`src/rtl/twos_comp_pkg.sv`:
```
// twos_comp_pkg: FSM state encoding and default word width shared by the serial two's-complement block
package twos_comp_pkg;
  localparam int DEF_WIDTH = 8;
  typedef enum logic [1:0] {
    S_IDLE  = 2'd0,
    S_SHIFT = 2'd1,
    S_DONE  = 2'd2
  } state_t;
endpackage

```
`src/rtl/serial_twos_comp_core.sv`:
```
// serial_twos_comp_core: bit-serial negation, copies bits up to and including the first 1, inverts the rest
// ports: clk, reset (async high), clr (restart word), en (consume din), din (LSB-first), dout (negated bit)
module serial_twos_comp_core (
  input  logic clk,
  input  logic reset,
  input  logic clr,
  input  logic en,
  input  logic din,
  output logic dout
);
  logic seen_one_q, seen_one_d;
  always_comb seen_one_d = clr ? 1'b0 : en ? (seen_one_q | din) : seen_one_q;
  always_ff @(posedge clk or posedge reset) begin
    if (reset) seen_one_q <= 1'b0;
    else       seen_one_q <= seen_one_d;
  end
  assign dout = din ^ seen_one_q;
endmodule

```
`src/rtl/twos_comp_serial_ctrl.sv`:
```
// twos_comp_serial_ctrl: takes a word over valid/ready, negates it LSB-first through the serial core, returns it over valid/ready
// ports: clk, reset (async high); in_valid/in_data/in_ready operand side; out_valid/out_data/out_zero/out_ovf/out_ready result side; busy = not idle
module twos_comp_serial_ctrl
  import twos_comp_pkg::*;
#(
  parameter int WIDTH = DEF_WIDTH
) (
  input  logic             clk,
  input  logic             reset,
  input  logic             in_valid,
  input  logic [WIDTH-1:0] in_data,
  output logic             in_ready,
  output logic             out_valid,
  output logic [WIDTH-1:0] out_data,
  output logic             out_zero,
  output logic             out_ovf,
  input  logic             out_ready,
  output logic             busy
);
  localparam int CW = $clog2(WIDTH);
  state_t state_q, state_d;
  logic [WIDTH-1:0] sreg_q, sreg_d, result_q, result_d, out_data_q, out_data_d;
  logic [CW-1:0] cnt_q, cnt_d;
  logic out_valid_q, out_valid_d, zero_q, zero_d, ovf_q, ovf_d;
  logic accept, shifting, last, obit;
  assign accept   = in_valid && state_q == S_IDLE;
  assign shifting = state_q == S_SHIFT;
  assign last     = cnt_q == CW'(WIDTH - 1);
  serial_twos_comp_core u_core (
    .clk  (clk),
    .reset(reset),
    .clr  (accept),
    .en   (shifting),
    .din  (sreg_q[0]),
    .dout (obit)
  );
  always_comb begin
    state_d     = state_q;
    sreg_d      = sreg_q;
    result_d    = result_q;
    out_data_d  = out_data_q;
    cnt_d       = cnt_q;
    out_valid_d = out_valid_q;
    zero_d      = zero_q;
    ovf_d       = ovf_q;
    case (state_q)
      S_IDLE: if (accept) begin
        sreg_d  = in_data;
        zero_d  = in_data == '0;
        ovf_d   = in_data == {1'b1, {(WIDTH-1){1'b0}}};
        cnt_d   = '0;
        state_d = S_SHIFT;
      end
      S_SHIFT: begin
        sreg_d   = sreg_q >> 1;
        result_d = {obit, result_q[WIDTH-1:1]};
        cnt_d    = last ? cnt_q : cnt_q + 1'b1;
        if (last) begin
          out_data_d  = result_d;
          out_valid_d = 1'b1;
          state_d     = S_DONE;
        end
      end
      S_DONE: if (out_ready) begin
        out_valid_d = 1'b0;
        state_d     = S_IDLE;
      end
      default: state_d = S_IDLE;
    endcase
  end
  always_ff @(posedge clk or posedge reset) begin
    if (reset) begin
      state_q     <= S_IDLE;
      sreg_q      <= '0;
      result_q    <= '0;
      out_data_q  <= '0;
      cnt_q       <= '0;
      out_valid_q <= 1'b0;
      zero_q      <= 1'b0;
      ovf_q       <= 1'b0;
    end else begin
      state_q     <= state_d;
      sreg_q      <= sreg_d;
      result_q    <= result_d;
      out_data_q  <= out_data_d;
      cnt_q       <= cnt_d;
      out_valid_q <= out_valid_d;
      zero_q      <= zero_d;
      ovf_q       <= ovf_d;
    end
  end
  assign in_ready  = state_q == S_IDLE;
  assign busy      = state_q != S_IDLE;
  assign out_valid = out_valid_q;
  assign out_data  = out_data_q;
  assign out_zero  = zero_q;
  assign out_ovf   = ovf_q;
endmodule
```
`config.mk`:
```
export PLATFORM = sky130hd
export DESIGN_NAME = twos_comp_serial_ctrl
export DESIGN_NICKNAME = d
export VERILOG_FILES = /design/src/rtl/twos_comp_pkg.sv /design/src/rtl/serial_twos_comp_core.sv /design/src/rtl/twos_comp_serial_ctrl.sv
export SDC_FILE = /design/constraint.sdc
export NUM_CORES = 1
export LEC_CHECK = 0
export BUFFER_PORTS_ARGS = -buffer_cell sky130_fd_sc_hd__buf_2
export CAP_MARGIN = 10
export CORE_MARGIN = 1
export CORE_UTILIZATION = 58
export DETAILED_ROUTE_END_ITERATION = 6
export GPL_TIMING_DRIVEN = 0
export PLACE_DENSITY = 0.93
export REMOVE_ABC_BUFFERS = 1
export SLEW_MARGIN = 20
export SYNTH_ARGS = -nofsm -noshare
export SYNTH_HDL_FRONTEND = slang
export SYNTH_SLANG_ARGS = --single-unit
```
`constraint.sdc`:
```
create_clock -name clk -period 3.7 [get_ports clk]
set_input_delay 0.74 -clock clk [delete_from_list [all_inputs] [get_ports clk]]
set_output_delay 0.74 -clock clk [all_outputs]
set_load 0.01 [all_outputs]
```
# [After elaboration in Yosys (flattened, before gate mapping)]
# Index checks and enable logic that the tools add are counted.
[word_totals] out_inout_bits=13 regBits=33 inputBits=12
[classes] addsub=1 mux=14 eq_ne=8 n_reduce_logical=13 bitwise_logic=2
[ops] op="8-bit one-hot mux with 2 select lines" count=1
[ops] op="3-bit AND reduction" count=3
[ops] op="8-bit equality test (second input constant)" count=1
[ops] op="8-bit logical NOT" count=1
[ops] op="8-bit 2-to-1 mux" count=1
[ops] op="2-bit nonzero test" count=4
[ops] op="2-bit 2-to-1 mux" count=3
[ops] op="3-bit 2-to-1 mux" count=2
[ops] op="2-bit inequality test (second input constant)" count=3
[ops] op="2-bit one-hot mux with 3 select lines" count=1
[ops] op="3-bit one-hot mux with 2 select lines" count=1
[ops] op="2-bit AND reduction" count=3
[ops] op="1-bit 2-to-1 mux" count=4
[ops] op="3-bit by 1-bit adder with 3-bit output (second input constant)" count=1
[ops] op="3-bit equality test (second input constant)" count=1
[ops] op="2-bit by 1-bit equality test with 1-bit output (second input constant)" count=1
[ops] op="2-bit equality test (second input constant)" count=1
[ops] op="2-bit logical NOT" count=1
[ops] op="2-bit by 1-bit inequality test with 1-bit output (second input constant)" count=1
[ops] op="1-bit one-hot mux with 2 select lines" count=1
[ops] op="1-bit logical AND" count=1
[ops] op="1-bit OR" count=1
[ops] op="1-bit bitwise XOR" count=1

# [Logic depth before layout (Yosys ltp)]
# Gate-level depths: netlist of the first run.
[depth] word_depth=4 mapped_depth=5 depth_no_buf=4

# [By module]
# From an unflattened synthesis of the first run, not the netlist that was laid out.
[hier_totals] cells_unflattened=124 area_unflattened_um2=1461.4
[modules_own_cells] mod="twos_comp_serial_ctrl" area_each_um2=1396.3 n_inst=1 cells_each=117
[modules_own_cells] mod="serial_twos_comp_core" area_each_um2=65.1 n_inst=1 cells_each=7

# [Least setup slack after synthesis of the first run]
# No wires, ideal clock.
[synth_timing] kind="register to output" startpoint="reg state_q[0]" endpoint="out busy" slack_ps=2017 t_required_ps=2960 t_arrival_ps=943 path_buffers=2 stages_incl_launch_ff=5 path_cell_list="dfrtp_1 -> buf_2 -> buf_2 -> nor2_2 -> inv_1"
[synth_via] elab_chain_len=1
[synth_lines] item="from (decl)" line_no="twos_comp_serial_ctrl.sv:21" source="state_t state_q, state_d;"
[synth_lines] item="from (signal assigned)" line_no="twos_comp_serial_ctrl.sv:82" source="state_q <= state_d;"
[synth_lines] item="2-bit nonzero test" line_no="twos_comp_serial_ctrl.sv:93" source="assign busy = state_q != S_IDLE;"
[synth_lines] item="to (decl)" line_no="twos_comp_serial_ctrl.sv:18" source="output logic busy"
# No other way between the ends.

# [Worst setup path after layout of the first run]
# Ends and elaborated chain as after synthesis.

==> results of run 1 <==
## registers in the layout, indices dropped and copies added (netlist names)
signal             count
out_zero               1
out_data               8
result_q               7
state_q                2
out_ovf                1
cnt_q                  3
out_valid              1
u_core.seen_one_q      1
sreg_q                 8
## power by group
part	switching, uW	total [uW]	internal (uW)
Combinational	227	424	197
Clock	114	294	179
Sequential	103	596	493
## cell usage in the layout (no fill, tap or decap), types with 2 or more instances in the layout
master     n
a22oi_1    3
mux2i_1    2
buf_2     24
dfrtp_1   32
clkbuf_4   5
nand2_1   33
nand3_1    3
inv_1      6
nor2_1     2
a21oi_1    8
mux2_2     9
and3b_1    4
ha_1       4
nor2b_1    3
o21ai_0    8
clkbuf_8   2
## final timing paths
path                                          from                       to  slack, ns  depth (start not counted)
max                         state_q[0]$_DFFE_PP0P_                     busy       1.61                          3
min                        result_q[1]$_DFFE_PP0N_  result_q[1]$_DFFE_PP0N_       0.48                          2
max reg2reg                 state_q[0]$_DFFE_PP0P_  out_data[3]$_DFFE_PP0P_       1.94                          3
min reg2reg                result_q[1]$_DFFE_PP0N_  result_q[1]$_DFFE_PP0N_       0.48                          2
max in group asynchronous                    reset  out_data[5]$_DFFE_PP0P_       2.79                          2
min in group asynchronous                    reset     out_zero$_DFFE_PP0P_       0.49                          2
## metrics by stage
stage | cells | total power [uW] | cell area, sq um
global placement | 183 | 996 | 1560
global route | 191 | 1410 | 1660
CTS | 191 | 1330 | 1660
finish | 191 | 1310 | 1660
floorplan | 131 | 888 | 1410
detailed placement | 183 | 1030 | 1560
## routing by layer
layer	wire length, um	part of all wire	vias up	global-route usage
li1	-	-	511	-
met1	1130	0.44	510	0.283
met2	1360	0.52	25	0.385
met3	106	0.041	0	0.0702
met4	0	0	0	0.0541
met5	0	0	-	0
## cells by family (layout without fill, tap and decap cells)
group	after synthesis	after routing	share of synthesized area
compound gates	25	25	0.109
flops	32	32	0.558
mux	11	11	0.0846
fa+ha+maj	4	4	0.0349
simple gates	52	52	0.174
buf+inv	13	39	0.0392
## worst max-delay path: cells and delay by family (launching register included)
family | cells | cell delay, ns
flops | 1 | 0.61
simple gates | 1 | 0.25
buf+inv | 2 | 0.18
## cell type report
| class | instances | area (sq um) | area share |
|---|---|---|---|
| flip-flops and latches | 32 | 801 | 0.484 |
| multi-input cells | 92 | 578 | 0.349 |
| repair buffers | 24 | 120 | 0.0726 |
| clock buffers | 7 | 65.1 | 0.0393 |
| well taps | 28 | 35.0 | 0.0212 |
| clock inverters | 1 | 30.0 | 0.0181 |
| inverters | 7 | 26.3 | 0.0159 |
==> summary.txt, run 1 <==
Status
  – Status: complete, no violations

Detailed routing
  – WL per Instance: 13.6 um
  – Drt first pass iters: 4
  – Final ANT Viol Nets: 0
  – Vias/cell: 5.48
  – Total number of vias: between 1000 and 1500
  – DR iter-0 viols: 28
  – Detailed-route DRC error count: 0
  – WL final: 2600 um

CTS
  – CTS tree: built
  – Post-CTS Resized: 0
  – Clock sinks: 32
  – Num CTS Buffers: 5
  – CTS Hold Buffers Added: 0
  – Clk slew on worst S/H paths: 0.10 ns
  – # H-tree levels: 2
  – Max Root-Sink Buffers: 2
  – Clk Latency, worst-skew pair: 0.32 ns
  – Root Buffer: clkbuf_4
  – Post-CTS setup buffers: 0

Power and ir drop
  – Pwr dens: around 800 nW/um^2
  – Static leakage: 0.000859 uW
  – Maximum vdd drop: 529 uV

Synthesis
  – Cell taking the most area after synthesis: dfrtp_1
  – Synth top cells by count: 33 x nand2_1, 32 x dfrtp_1, 9 x mux2_2
  – Main synth FF type: dfrtp_1
  – Post-synth EDFFs: 0
  – Largest cells by area after synthesis: dfrtp_1 56%, nand2_1 8.6%, mux2_2 7.1%
  – Synth Instances: between 100 and 150
  – Avg Synthesized Cell Area: 10.5 sq um
  – FFs w/ async S/R, synth: 1.00
  – Mapped cell area: 1440 sq um
  – Warnings, synthesis: 0
  – Most frequent cell after synthesis: nand2_1
  – Sequential-to-total area share from yosys stat: 0.558
  – Register bit total from synthesis: 32
  – Area share of the leading cell type in the synthesized netlist: 0.558
  – Unique masters post-synth: 29

Global routing
  – Total gr overflow: 0
  – First-pass GRT wire length: 4360 um
  – Antenna violations before repair: 0
  – All-Layer GR Usage: 0.227
  – Vias in the first global route: 985
  – Largest net degree at the start of global routing: 33

Job
  – Max-Cap Viols: 0

STA
  – Final period util: 0.565
  – Clock skew: 0.00694 ns
  – Setup_tns: 0 ns
  – Max-slew violations: 0
  – Final setup viols: 0
  – Max-slew headroom: 0.575
  – Fin crit period: 2.09 ns
  – Fin. Hold Viols: 0
  – Fmax: 479 MHz
  – Hold Slack: 0.484 ns
  – Slew @ Worst Pin: 0.637 ns
  – Final worst slack: approximately 1.6 ns
  – RSZ-0062 raised after global routing: no

Die
  – Die Y: a little over 50 um
  – Initial core utilization: 0.631
  – Io pins: 25
  – Total die area: 2680 sq um
  – Core ar.: 2280 sq um
  – Die width: roughly 52 um
  – Rows: 17

Final layout
  – Post-layout util: 0.727
  – # diodes: 0
  – Nets: 178
  – Fillcell total: 150
  – Synth-to-Final Area Change: 15.3%
  – Layout cells sized above 1: 0.301

Worst setup path
  – Worst-path cell chain: nor2_2 -> inv_1 -> buf_2
  – CP Class: flip-flop to output pin
  – Required time worst endpoint: 2.96 ns
  – Slowest stage delay, CP: between 0.6 and 0.7 ns
  – Arrival time worst endpoint: 1.35 ns
  – CP startpoint kind: flip-flop
  – Slowest cell on crit path: dfrtp_1
  – CP Capture Type: output pin
  – Critical path peak fanout: 19

Placement
  – Placement Setup Slack: about 1.9 ns
  – Hpwl dp: between 1500 and 2000 um
  – Final GP Congestion: around 0.78
  – I/O Buffers: 24

Min path
  – Min-delay worst type: flip-flop to flip-flop
(Power assumes the default switching activity.)
==> run 2: changes to the inputs <==
ABC_AREA = 1   (was not set)
CORE_UTILIZATION = 54   (was 58)
PLACE_DENSITY = 0.88   (was 0.93)
clock period = 2.1 ns   (was 3.7 ns; I/O delays follow)
==> summary.txt, run 2 <==
Status
  – Status: complete, no violations

STA
  – Setup_tns: 0 ns
  – Fmax: roughly 560 MHz
  – Fin crit period: between 1.5 and 2 ns
  – Max-slew headroom: 0.560
  – Slew @ Worst Pin: 0.659 ns
  – Final setup viols: 0
  – Max-slew violations: 0
  – Fin. Hold Viols: 0
  – Clock skew: 0.00952 ns
  – RSZ-0062 raised after global routing: no
  – Final period util: 0.858

Detailed routing
  – Total number of vias: 1173
  – WL final: 2650 um
  – DR iter-0 viols: 23
  – Vias/cell: roughly 5.1
  – Drt first pass iters: 4
  – WL per Instance: 11.6 um
  – Final ANT Viol Nets: 0
  – Detailed-route DRC error count: 0

Final layout
  – Post-layout util: 0.655
  – Layout cells sized above 1: 0.222
  – Layout Cells excl Fill: 228
  – Nets: 214
  – Commonest non-fill, non-tap cell in the layout: nand2_1
  – Fillcell total: between 200 and 250
  – Commonest non-fill, non-tap cells in the layout: 68 x nand2_1, 32 x dfrtp_1, 24 x buf_2
  – Synth-to-Final Area Change: 13.1%
  – # diodes: 0

Power and ir drop
  – Seq pwr share: 0.449
  – P_sw: 925 uW
  – Static leakage: 0.000927 uW
  – Internal power: 1380 uW
  – Clock share of power: 0.166
  – Maximum vdd drop: 873 uV
  – Pwr dens: 1400 nW/um^2
  – Sw frac: 0.401
  – Logic pwr share: 0.385

Synthesis
  – Area share of the leading cell type in the synthesized netlist: 0.548
  – Synth Instances: 172
  – Mapped cell area: 1460 sq um
  – FFs w/ async S/R, synth: 1.00
  – Unique masters post-synth: 17
  – Post-synth EDFFs: 0
  – Largest cells by area after synthesis: dfrtp_1 55%, nand2_1 17%, inv_1 4.4%
  – Avg Synthesized Cell Area: ~8.5 sq um
  – Sequential-to-total area share from yosys stat: 0.548
  – Warnings, synthesis: 0
  – Main synth FF type: dfrtp_1
  – Synth top cells by count: 68 x nand2_1, 32 x dfrtp_1, 17 x inv_1
  – Most frequent cell after synthesis: nand2_1
  – Register bit total from synthesis: 32
  – Cell taking the most area after synthesis: dfrtp_1

Placement
  – Hpwl dp: roughly 1900 um
  – Placed Cells: ~220
  – Final GP Congestion: 0.746
  – I/O Buffers: 24

CTS
  – Max Root-Sink Buffers: 2
  – Clk slew on worst S/H paths: 0.09 ns
  – CTS tree: built
  – Post-CTS Resized: 0
  – # H-tree levels: 2
  – Clock sinks: 32
  – Clk Latency, worst-skew pair: 0.32 ns
  – Post-CTS setup buffers: 0
  – CTS Hold Buffers Added: 0
  – Root Buffer: clkbuf_4
  – Num CTS Buffers: 5

Min path
  – Min-delay worst type: input pin to asynchronous set/reset pin

Job
  – Max-Cap Viols: 0

Worst setup path
  – Worst-path cell chain: nor2_1 -> inv_1 -> buf_2
  – Worst path bufs/invs: 2
  – CP startpoint kind: flip-flop
  – Arrival time worst endpoint: between 1 and 1.5 ns
  – CP Capture Type: output pin
  – Slowest cell on crit path: dfrtp_1
  – Slowest stage delay, CP: 0.57 ns
  – Critical path peak fanout: 14
  – Critical path's top delay family: flip-flops
  – Required time worst endpoint: 1.68 ns
  – CP Class: flip-flop to output pin
  – R2R setup slack: roughly 0.41 ns

Die
  – Total die area: slightly below 3000 sq um
  – Rows: 18
  – Die width: 54.0 um
  – Core ar.: 2520 sq um
  – Initial core utilization: 0.579
  – Die Y: between 50 and 60 um
  – Io pins: 25

Global routing
  – First-pass GRT wire length: approximately 4500 um
  – Vias in the first global route: 1082
  – Largest net degree at the start of global routing: 33
  – Total gr overflow: 0
  – All-Layer GR Usage: 0.221
  – Antenna violations before repair: 0
==> run 2: final cells by class <==
type | count | area, sq um | share of cell area
flip-flops and latches | 32 | 801 | 0.484
repair buffers | 24 | 120 | 0.0727
clock buffers | 7 | 65.1 | 0.0394
inverters | 19 | 71.3 | 0.0431
multi-input cells | 116 | 558 | 0.338
well taps | 30 | 37.5 | 0.0227
==> run 2: per-stage QoR <==
stage               power [uW]  area (sq um)  setup WS (ns)  hold WS [ns]
finish                    2310          1650          0.298         0.178
CTS                       2330          1650          0.287         0.188
global placement          1880          1590          0.494         0.453
floorplan                 1670          1430          0.729         0.449
global route              2530          1650          0.228         0.222
detailed placement        1950          1590          0.444         0.460
==> run 2: cells by family after synthesis <==
logic type / synth area share
buffers and inverters: 0.0702
and+or+nand+nor: 0.268
AOI/OAI and AO/OA: 0.0796
adders and majority gates: 0.0342
DFF: 0.548
==> run 2: routing by layer <==
layer / track usage / part of all wire
met2: 0.364 / 0.47
met3: 0.0508 / 0.038
met1: 0.273 / 0.48
met4: 0.103 / 0.013
met5: 0 / 0
==> run 2: final timing paths <==
| path | depth (start not counted) | endpoint | start |
|---|---|---|---|
| worst max-delay path | 3 | busy | state_q[0]$_DFFE_PP0P_ |
| worst max register to register | 6 | out_data[5]$_DFFE_PP0P_ | state_q[1]$_DFFE_PP0P_ |
| max in group asynchronous | 2 | result_q[1]$_DFFE_PP0N_ | reset |
| min in group clk | 4 | out_zero$_DFFE_PP0P_ | in_data[7] |
| worst min-delay path | 2 | result_q[4]$_DFFE_PP0N_ | reset |
| worst min register to register | 2 | out_data[0]$_DFFE_PP0P_ | out_data[0]$_DFFE_PP0P_ |
==> run 2: power groups by stage <==
stage          Sequential, uW  Combinational [uW]  Clock [uW]
2_1_floorplan            1040                 624           0
3_3_place_gp             1030                 857           0
3_5_place_dp             1040                 902           0
4_1_cts                  1030                 905         392
5_1_grt                  1070                1050         413
6_report                 1040                 889         382
==> run 2: worst register-to-register path, stage by stage, from the launching register on <==
cell and delay (ns):
dfrtp_1 0.42, inv_1 0.31, nand2_2 0.34, inv_2 0.19, nand2_4 0.14, nand2_1 0.11, o21ai_2 0.06
==> run 3: changes to the inputs <==
CORE_MARGIN = 2   (was 1)
CORE_UTILIZATION = 45   (was 54)
CTS_BUF_LIST = sky130_fd_sc_hd__clkbuf_4   (was not set)
PLACE_DENSITY = 0.77   (was 0.88)
==> summary.txt, run 3 (same netlist as run 2, synthesis figures left out) <==
Status
  – Status: complete, no violations

STA
  – Setup_tns: 0 ns
  – Fmax: 563 MHz
  – Fin crit period: 1.78 ns
  – Final period util: 0.846
  – Clock skew: 0.00997 ns
  – Max-slew violations: 0
  – Slew @ Worst Pin: 0.634 ns
  – RSZ-0062 raised after global routing: no
  – Final worst slack: about 0.32 ns
  – Fin. Hold Viols: 0
  – Hold Slack: 0.147 ns
  – Final setup viols: 0
  – Max-slew headroom: 0.577

Worst setup path
  – Crit path to: busy
  – Arrival time worst endpoint: between 1 and 1.5 ns
  – R2R setup slack: 0.39 ns
  – CP Capture Type: output pin
  – FF-to-FF Start: state_q[1]$_DFFE_PP0P_
  – R2R cell count: 6
  – Required time worst endpoint: ~1.7 ns
  – Critical path peak fanout: 14
  – CP Launch Point: state_q[0]$_DFFE_PP0P_
  – CP startpoint kind: flip-flop
  – Reg-to-reg endpoint: out_data[6]$_DFFE_PP0P_
  – CP Class: flip-flop to output pin

Final layout
  – # diodes: 0
  – Post-layout util: 0.548
  – Fillcell total: 305
  – Nets: 214
  – Synth-to-Final Area Change: 15.3%
  – Layout cells sized above 1: 0.226
  – Commonest non-fill, non-tap cell in the layout: nand2_1
  – Commonest non-fill, non-tap cells in the layout: 68 x nand2_1, 32 x dfrtp_1, 24 x buf_2

Placement
  – Placement Setup Slack: 0.417 ns
  – Hpwl dp: 1780 um
  – I/O Buffers: 24
  – Final GP Congestion: 0.763

CTS
  – Num CTS Buffers: 5
  – Root Buffer: clkbuf_4
  – CTS tree: built
  – Clock sinks: 32
  – Post-CTS setup buffers: 0
  – Clk slew on worst S/H paths: around 0.11 ns
  – # H-tree levels: 2
  – Post-CTS Resized: 0
  – CTS Hold Buffers Added: 0
  – Max Root-Sink Buffers: 2
  – Clk Latency, worst-skew pair: 0.34 ns

Detailed routing
  – Final ANT Viol Nets: 0
  – Drt first pass iters: 4
  – WL per Instance: 10.8 um
  – Detailed-route DRC error count: 0
  – WL final: roughly 2600 um
  – Vias/cell: 4.74
  – Total number of vias: around 1200
  – DR iter-0 viols: 27

Power and ir drop
  – Static leakage: between 0.0009 and 0.001 uW
  – Pwr dens: 1410 nW/um^2
  – Maximum vdd drop: 489 uV

Die
  – Io pins: 25
  – Die Y: 61.0 um
  – Initial core utilization: 0.475
  – Die width: about 61 um
  – Rows: 20
  – Core ar.: 3080 sq um
  – Total die area: 3720 sq um

Global routing
  – All-Layer GR Usage: 0.175
  – Vias in the first global route: approximately 1100
  – Total gr overflow: 0
  – First-pass GRT wire length: 4590 um
  – Antenna violations before repair: 0
  – Largest net degree at the start of global routing: 33

Min path
  – Min-delay worst type: input pin to asynchronous set/reset pin

Job
  – Max-Cap Viols: 0
-- run 3: cell count changes in the layout (fill, tap and decap cells not counted) --
| cell | previous run | this run |
|---|---|---|
| clkbuf_8 | 2 | 0 |
| bufinv_16 | 0 | 1 |
| clkinv_2 | 0 | 1 |
| clkinvlp_4 | 0 | 1 |
-- run 3: final cells by class --
class / instances / area, sq um / share of cell area
tap: 44 / 55.1 / 0.0327
clock inverter: 3 / 42.5 / 0.0252
sequential: 32 / 801 / 0.475
inverter: 19 / 71.3 / 0.0423
multi-input combinational: 116 / 558 / 0.331
clock buffer: 5 / 37.5 / 0.0223
timing repair buffer: 24 / 120 / 0.0713
-- run 3: metal layers --
layer,part of all wire,global-route usage
met1,0.46,0.221
met2,0.47,0.266
met3,0.044,0.0640
met4,0.023,0.0870
met5,0,0
-- run 3: how the worst min path moves through the flow --
| stage | end | cells after the start |
|---|---|---|
| 6_report | out_data[3]$_DFFE_PP0P_ | 2 |
| 5_1_grt | result_q[4]$_DFFE_PP0N_ | 2 |
| 4_1_cts | result_q[3]$_DFFE_PP0N_ | 2 |
| 3_5_place_dp | out_data[5]$_DFFE_PP0P_ | 2 |
| 3_3_place_gp | out_data[0]$_DFFE_PP0P_ | 2 |
| 2_1_floorplan | sreg_q[0]$_DFFE_PP0P_ | 2 |
-- run 3: stage by stage --
stage	power, uW	instances	instance area (sq um)
2_1_floorplan	1670	167	1430
3_3_place_gp	1890	235	1610
3_5_place_dp	1940	235	1610
4_1_cts	2410	243	1690
5_1_grt	2610	243	1690
6_report	2380	243	1690
-- run 3: where the power goes --
part	switching [uW]	internal, uW	total (uW)
combinational	564	326	890
clock	218	248	466
sequential	160	866	1030
total	942	1440	2380
-- run 3: worst max-delay path, stage by stage, from the launching register on --
cell and delay, ns:
dfrtp_1 0.57, nor2_1 0.26, inv_1 0.05, buf_2 0.13
